--- config.mk ---
export PLATFORM = sky130hd
export DESIGN_NAME = struct_record_queue
export DESIGN_NICKNAME = d
export VERILOG_FILES = /design/src/rtl/struct_record_queue.sv
export SDC_FILE = /design/constraint.sdc
export NUM_CORES = 1
export LEC_CHECK = 0
export BUFFER_PORTS_ARGS = -buffer_cell sky130_fd_sc_hd__buf_2
export CAP_MARGIN = 15
export CORE_ASPECT_RATIO = 0.7
export CORE_MARGIN = 2
export CORE_UTILIZATION = 42
export CTS_BUF_LIST = sky130_fd_sc_hd__clkbuf_8
export DETAILED_ROUTE_END_ITERATION = 10
export PLACE_DENSITY = 0.7
export RECOVER_POWER = 25
export SLEW_MARGIN = 15
export SYNTH_ARGS = -nofsm -noshare
export SYNTH_HDL_FRONTEND = slang
export SYNTH_SLANG_ARGS = --single-unit
--- constraint.sdc ---
create_clock -name clk -period 4.51 [get_ports clk]
set_input_delay 0.2255 -clock clk [delete_from_list [all_inputs] [get_ports clk]]
set_output_delay 0.2255 -clock clk [all_outputs]
set_load 0.005 [all_outputs]
--- src/rtl/struct_record_queue.sv ---
// -----------------------------------------------------------------------------
// struct_record_queue
//   Circular queue of packed records {flag, data, tag}. The host pushes whole
//   records. Through a small INIT/IDLE/EMIT FSM it can also read one field of
//   the head record (peek or pop), or rewrite one head field in place.
//
//   The record layout matches a packed struct whose first member is the MSB:
//     [REC_W-1]      flag
//     [REC_W-2:TAG_W] data
//     [TAG_W-1:0]    tag
//
//   DEPTH must be a power of two (>= 2) so that the pointers wrap naturally.
//   TAG_W must not exceed DATA_W, because updates take their value from a
//   DATA_W-wide port.
// -----------------------------------------------------------------------------
module struct_record_queue #(
  parameter  int DATA_W = 32,
  parameter  int TAG_W  = 8,
  parameter  int DEPTH  = 4,
  localparam int REC_W  = 1 + DATA_W + TAG_W,
  localparam int CNT_W  = $clog2(DEPTH) + 1
) (
  input  logic              clk,
  input  logic              reset,      // asynchronous, active-low
  // push side
  input  logic              wr_valid,
  output logic              wr_ready,
  input  logic              wr_flag,
  input  logic [DATA_W-1:0] wr_data,
  input  logic [TAG_W-1:0]  wr_tag,
  // head access side
  input  logic              rd_req,
  input  logic              rd_pop,
  input  logic [1:0]        field_sel,
  input  logic              upd_valid,
  input  logic [DATA_W-1:0] upd_value,
  // results
  output logic [DATA_W-1:0] out1,
  output logic              out_valid,
  output logic              rd_err,
  output logic [CNT_W-1:0]  count
);

  localparam int PTR_W = $clog2(DEPTH);
  localparam logic [CNT_W-1:0] DEPTH_CNT = CNT_W'(DEPTH);

  // Field selector encoding; 3 is reserved and reads/writes nothing.
  localparam logic [1:0] SEL_DATA = 2'd0;
  localparam logic [1:0] SEL_TAG  = 2'd1;
  localparam logic [1:0] SEL_FLAG = 2'd2;

  typedef enum logic [1:0] {
    S_INIT = 2'd0,   // one settling cycle after reset, refuses everything
    S_IDLE = 2'd1,   // accepts pushes and head accesses
    S_EMIT = 2'd2    // result is on out1; head accesses are ignored
  } state_e;

  typedef struct packed {
    logic              flag;
    logic [DATA_W-1:0] data;
    logic [TAG_W-1:0]  tag;
  } rec_t;

  // ---------------------------------------------------------------------------
  // Declarations
  // ---------------------------------------------------------------------------
  state_e           state;
  state_e           state_nx;

  rec_t             mem [DEPTH];
  logic [PTR_W-1:0] wr_ptr;
  logic [PTR_W-1:0] rd_ptr;

  rec_t             head;
  rec_t             wr_rec;
  logic             is_empty;
  logic             push_fire;
  logic             req_fire;
  logic             upd_fire;
  logic             rd_fire;
  logic             pop_fire;

  logic [DATA_W-1:0] head_field;
  logic [DATA_W-1:0] upd_field;
  logic [DATA_W-1:0] emit_value;

  assign head   = mem[rd_ptr];
  assign wr_rec = '{flag: wr_flag, data: wr_data, tag: wr_tag};

  // ---------------------------------------------------------------------------
  // FSM: state register
  // ---------------------------------------------------------------------------
  // State register; reset drops straight into INIT, aborting any EMIT.
  // NOTE: sequential state is always written with <= so every register samples
  // the pre-edge values of its neighbours; a blocking = here would make the
  // result depend on statement order and mis-simulate against the netlist.
  always_ff @(posedge clk or negedge reset) begin
    if (!reset) state <= S_INIT;
    else        state <= state_nx;
  end

  // ---------------------------------------------------------------------------
  // FSM: next-state logic
  // ---------------------------------------------------------------------------
  // INIT always moves on; IDLE leaves only for an accepted head access; EMIT
  // lasts exactly one cycle so no access can be queued behind another.
  // NOTE: state_nx gets a default before the case so every path assigns it;
  // a missing assignment in a combinational block infers a latch.
  always_comb begin
    state_nx = state;
    unique case (state)
      S_INIT:  state_nx = S_IDLE;
      S_IDLE:  if (req_fire) state_nx = S_EMIT;
      S_EMIT:  state_nx = S_IDLE;
      default: state_nx = S_INIT;
    endcase
  end

  // ---------------------------------------------------------------------------
  // FSM: outputs
  // ---------------------------------------------------------------------------
  // wr_ready looks at the registered count only, so a pop in the same cycle
  // never frees a slot for a push while the queue is full.
  always_comb begin
    wr_ready  = (state != S_INIT) && (count < DEPTH_CNT);
    out_valid = (state == S_EMIT);
  end

  // ---------------------------------------------------------------------------
  // Request decode
  // ---------------------------------------------------------------------------
  // An update wins over a same-cycle read. An access to an empty queue still
  // enters EMIT, but it touches neither the storage nor the pointers.
  always_comb begin
    is_empty  = (count == '0);
    push_fire = wr_valid && wr_ready;
    req_fire  = (state == S_IDLE) && (rd_req || upd_valid);
    upd_fire  = req_fire && upd_valid && !is_empty;
    rd_fire   = req_fire && !upd_valid && !is_empty;
    pop_fire  = rd_fire && rd_pop;
  end

  // ---------------------------------------------------------------------------
  // Field extraction / update value shaping
  // ---------------------------------------------------------------------------
  // Selected head field, zero-extended to the out1 width.
  always_comb begin
    head_field = '0;
    unique case (field_sel)
      SEL_DATA: head_field = head.data;
      SEL_TAG:  head_field = DATA_W'(head.tag);
      SEL_FLAG: head_field = DATA_W'(head.flag);
      default:  head_field = '0;
    endcase
  end

  // Value the updated field will hold after truncation to the field width;
  // this is what out1 reports after an update.
  always_comb begin
    upd_field = '0;
    unique case (field_sel)
      SEL_DATA: upd_field = upd_value;
      SEL_TAG:  upd_field = DATA_W'(upd_value[TAG_W-1:0]);
      SEL_FLAG: upd_field = DATA_W'(upd_value[0]);
      default:  upd_field = '0;
    endcase
  end

  // Result captured on entry to EMIT: zero for an empty queue, the new field
  // for an update, otherwise the current head field.
  always_comb begin
    if (is_empty)       emit_value = '0;
    else if (upd_valid) emit_value = upd_field;
    else                emit_value = head_field;
  end

  // ---------------------------------------------------------------------------
  // Pointers and occupancy
  // ---------------------------------------------------------------------------
  // Pointers wrap through the power-of-two depth. A push and a pop in the
  // same cycle move both pointers and leave count unchanged.
  always_ff @(posedge clk or negedge reset) begin
    if (!reset) begin
      wr_ptr <= '0;
      rd_ptr <= '0;
      count  <= '0;
    end else begin
      if (push_fire) wr_ptr <= wr_ptr + PTR_W'(1);
      if (pop_fire)  rd_ptr <= rd_ptr + PTR_W'(1);
      unique case ({push_fire, pop_fire})
        2'b10:   count <= count + CNT_W'(1);
        2'b01:   count <= count - CNT_W'(1);
        default: count <= count;
      endcase
    end
  end

  // ---------------------------------------------------------------------------
  // Result registers
  // ---------------------------------------------------------------------------
  // out1 holds its value between EMITs; rd_err is a one-cycle pulse that
  // lines up with out_valid.
  always_ff @(posedge clk or negedge reset) begin
    if (!reset) begin
      out1   <= '0;
      rd_err <= 1'b0;
    end else begin
      rd_err <= req_fire && is_empty;
      if (req_fire) out1 <= emit_value;
    end
  end

  // ---------------------------------------------------------------------------
  // Record storage
  // ---------------------------------------------------------------------------
  // Pushes write a whole record at wr_ptr, and updates rewrite one field at
  // rd_ptr. The two cannot collide: an update needs count>0 and a push needs
  // count<DEPTH, so the pointers differ whenever both fire.
  // NOTE: the storage array has no reset. Its contents are don't-care until
  // written, and leaving the reset off lets it map onto plain RAM or flops
  // without reset routing.
  always_ff @(posedge clk) begin
    if (push_fire) mem[wr_ptr] <= wr_rec;
    if (upd_fire) begin
      unique case (field_sel)
        SEL_DATA: mem[rd_ptr].data <= upd_value;
        SEL_TAG:  mem[rd_ptr].tag  <= upd_value[TAG_W-1:0];
        SEL_FLAG: mem[rd_ptr].flag <= upd_value[0];
        default:  ;
      endcase
    end
  end

endmodule
==> impl_metrics.tcl <==
set metrics [dict create \
    power-per-cell-area_nw_per_um2 490 \
    detail_route.vias_per_cell 5.44 \
    detailedRoute.firstPassIterationCount 5 \
    violations "max-capacitance violations, max-slew violations" \
    r2r_end "mem[1][30]$_DFFE_PP_" \
    post-route-util_pct 49.6 \
    drt-initial-drc-count 502 \
    ys.warnings.count 0 \
    grt_first_pass_wirelength_um 38100 \
    layout-drive-gt1-share_pct 44.7 \
    chipHeight_um 133 \
    insertedDiodeCount 0 \
    hp-start "upd_value[8]" \
    wirelength_um 24800 \
    placed_area_um2 11000 \
    floorplan.initialDensity_pct 42.5 \
    first_global_vias 6291 \
    netSwitchingFraction_pct 30.6 \
    dominantRegCellSynth "edfxtp_1" \
    worstMarginPinSlew_ps 2920 \
    core_um2 23500 \
    post-route-drc-count 0 \
    syn_area_per_cell_um2 16.1 \
    place.detailed.hpwl_um 16200 \
    drv_slew 79 \
    synth.cell_area_um2 10000 \
    dp.cells 1041 \
    global_route_met3_usage_pct 3.66 \
    timing.hold.worst.class "in -> reg" \
    core.rowCount 47 \
    yosys.area.top_type "edfxtp_1" \
    final.setup.tns_ps 0 \
    intPower_mw 3.97 \
    post_synth_num_cell_types 37 \
    number_of_antenna_violations_at_the_first_check_in_global_routing 0 \
    post-synth-top-count-cell "edfxtp_1" \
    clock_skew_ps 22.8 \
    syn_nets 713 \
    postCtsSetupRepairBufs 0 \
    synth_async_sr_flop_share_pct 20.4 \
    post_cts_hold_buffer_count 11 \
    grt_setup_unrepaired "no" \
    layoutNonFillerInstCount 1113 \
    drt.antenna.violating_nets 0 \
    timing.critical_path.arrival_ps 3610 \
    die_area_um2 25100 \
    die_width_um 188 \
    worst_slew_margin_rel_pct -96.2 \
    worst-r2r-setup-slack_ps 1380 \
    pin_count_of_the_biggest_net_entering_global_routing 43 \
    hold_violations 0 \
    timing.final.crit_share_pct 70.9 \
    grt_most_used_layer "met2" \
    synthToLayoutAreaGrowth_pct 16.7 \
    routedWlPerCell_um 22.3 \
    timing.fmax_ghz 0.313 \
    stdcell_area_um2 11700 \
    path_max_fanout 35 \
    synth_commonest_cells "edfxtp_1, mux2_2, dfrtp_1" \
    worst-endpoint-required_ps 4920 \
    status "finished with violations" \
    grt_util_met1_pct 29.6 \
    share_comb_of_total_power_pct 27.8 \
    h-tree-depth 2 \
    post_synth_edffs 164 \
    power.clock.fraction_pct 27.6 \
    critical_path_class "in -> reg" \
    synth-seq-area-share_pct 59.8 \
    clk_latency_ps 520 \
    cap_violations 2 \
    groute.usage.overall_pct 20.1 \
    ranking_of_synthesized_cells_by_area "edfxtp_1, mux2_2, dfrtp_1" \
    rr_startpoint "count[0]$_DFFE_PN0P_" \
    cts_sinks 206 \
    clock_tree.root_cell "clkbuf_8" \
    detailroute.via_count 6060 \
    reg2reg_depth 6 \
    design.final.nets 861 \
    path_clk_slew_ps 60 \
    tritoncts "done" \
    power.ir.vdd_worst_uv 199 \
    hold_path_end "out1[8]$_DFFE_PN0N_" \
    leakagePower_nw 4.52 \
    yosys.area.top_type_share_pct 49.2 \
    switchingPower_mw 1.75 \
    boundaryPins 119 \
    number_of_synthesized_register_bits 206 \
    startpoint_type "primary input" \
    cts_max_path_buffers 3 \
    crit_path_end_kind "register" \
    syn_inst 622 \
    reg_power_share_pct 44.6 \
    number_of_buffers_added_by_the_clock_tree_synthesis_step 34 \
    holdPathStages 3 \
    finalWeightedCongestion 0.840 \
    portBuffers 118 \
    post_cts_resize_count 0 \
    overflow 0 \
    setup_viol 0 \
    final.min_clock_period_ps 3200 \
    grt.met2_usage_pct 31.0 \
]
-- flip-flops by register name, indices dropped and copies added (netlist names) --
signal	flops
wr_ptr	2
out1	32
count	3
rd_ptr	2
rd_err	1
mem	164
state	2
-- final cells by class --
| class | count | area (um2) |
|---|---|---|
| Clock buffer | 38 | 523 |
| Clock inverter | 23 | 118 |
| Fill cell | 2080 | 11900 |
| Inverter | 36 | 135 |
| Multi-Input combinational cell | 350 | 3760 |
| Sequential cell | 206 | 5980 |
| Tap cell | 318 | 398 |
| Timing Repair Buffer | 142 | 764 |
-- cells by family after synthesis --
logic type	share of synthesized area, %
simple gates	2.73
buf+inv	2.69
fa+ha+maj	1.33
mux	28.7
xor+xnor	0.438
compound gates	4.34
flops	59.8
-- metrics by stage --
step / total power, mW / setup slack (ps) / hold WS (ps)
3_5_place_dp: 4.20 / 1410 / 373
3_3_place_gp: 4.17 / 1490 / 366
5_1_grt: 6.03 / 944 / 9.75
2_1_floorplan: 3.63 / 1560 / -70.1
4_1_cts: 5.79 / 1410 / 4.37
6_report: 5.72 / 1310 / 23.2
-- power groups by stage --
| stage | combinational [mW] | sequential (mW) | clock (mW) |
|---|---|---|---|
| floorplan | 1.07 | 2.56 | 0 |
| global placement | 1.59 | 2.58 | 0 |
| detailed placement | 1.61 | 2.59 | 0 |
| CTS | 1.63 | 2.55 | 1.61 |
| global route | 1.73 | 2.59 | 1.71 |
| finish | 1.59 | 2.55 | 1.58 |
-- placed cells by master, fill, tap and decap left out, types with 2 or more instances in the layout --
cell,netlist,layout
xor2_1,2,2
a21oi_1,2,2
dlygate4sd3_1,0,11
o21ai_0,32,32
nand2_1,29,29
ha_1,9,9
inv_1,35,50
mux2_2,156,156
mux2i_1,8,8
edfxtp_1,164,164
clkbuf_8,0,38
a22oi_1,30,30
nor4_1,2,2
buf_4,0,11
nor2_1,4,4
dfrtp_1,42,40
nand2_4,4,4
xnor2_1,3,3
buf_2,17,97
mux4_2,41,41
clkinv_1,0,5
dfrtp_2,0,2
nor3_1,2,2
mux2_1,10,10
clkbuf_1,9,22
nor2b_1,2,2
-- how the worst max path moves through the flow --
stage                               start                   end  slack, ps  cells after the start
floorplan           rd_ptr[1]$_DFFE_PN0P_  mem[1][10]$_DFFE_PP_       1560                      8
global placement     count[1]$_DFFE_PN0P_  mem[2][23]$_DFFE_PP_       1490                      6
detailed placement   count[1]$_DFFE_PN0P_  mem[2][24]$_DFFE_PP_       1410                      6
CTS                  count[1]$_DFFE_PN0P_  mem[2][19]$_DFFE_PP_       1410                      6
global route                       rd_req   out1[3]$_DFFE_PN0N_        940                      5
finish                             rd_req   out1[3]$_DFFE_PN0N_       1310                      5
-- critical path, stage by stage --
cell,delay (ps)
dlygate4sd3_1,540
clkbuf_1,120
o21ai_1,2170
a22oi_1,330
o21ai_0,220
-- metal layers --
layer / wire, um / share of wire, %
met5: 0 / 0
met3: 1450 / 5.8
met4: 426 / 1.7
met1: 11500 / 46
met2: 11400 / 46
Note: power is estimated with default switching activity, not from simulation.
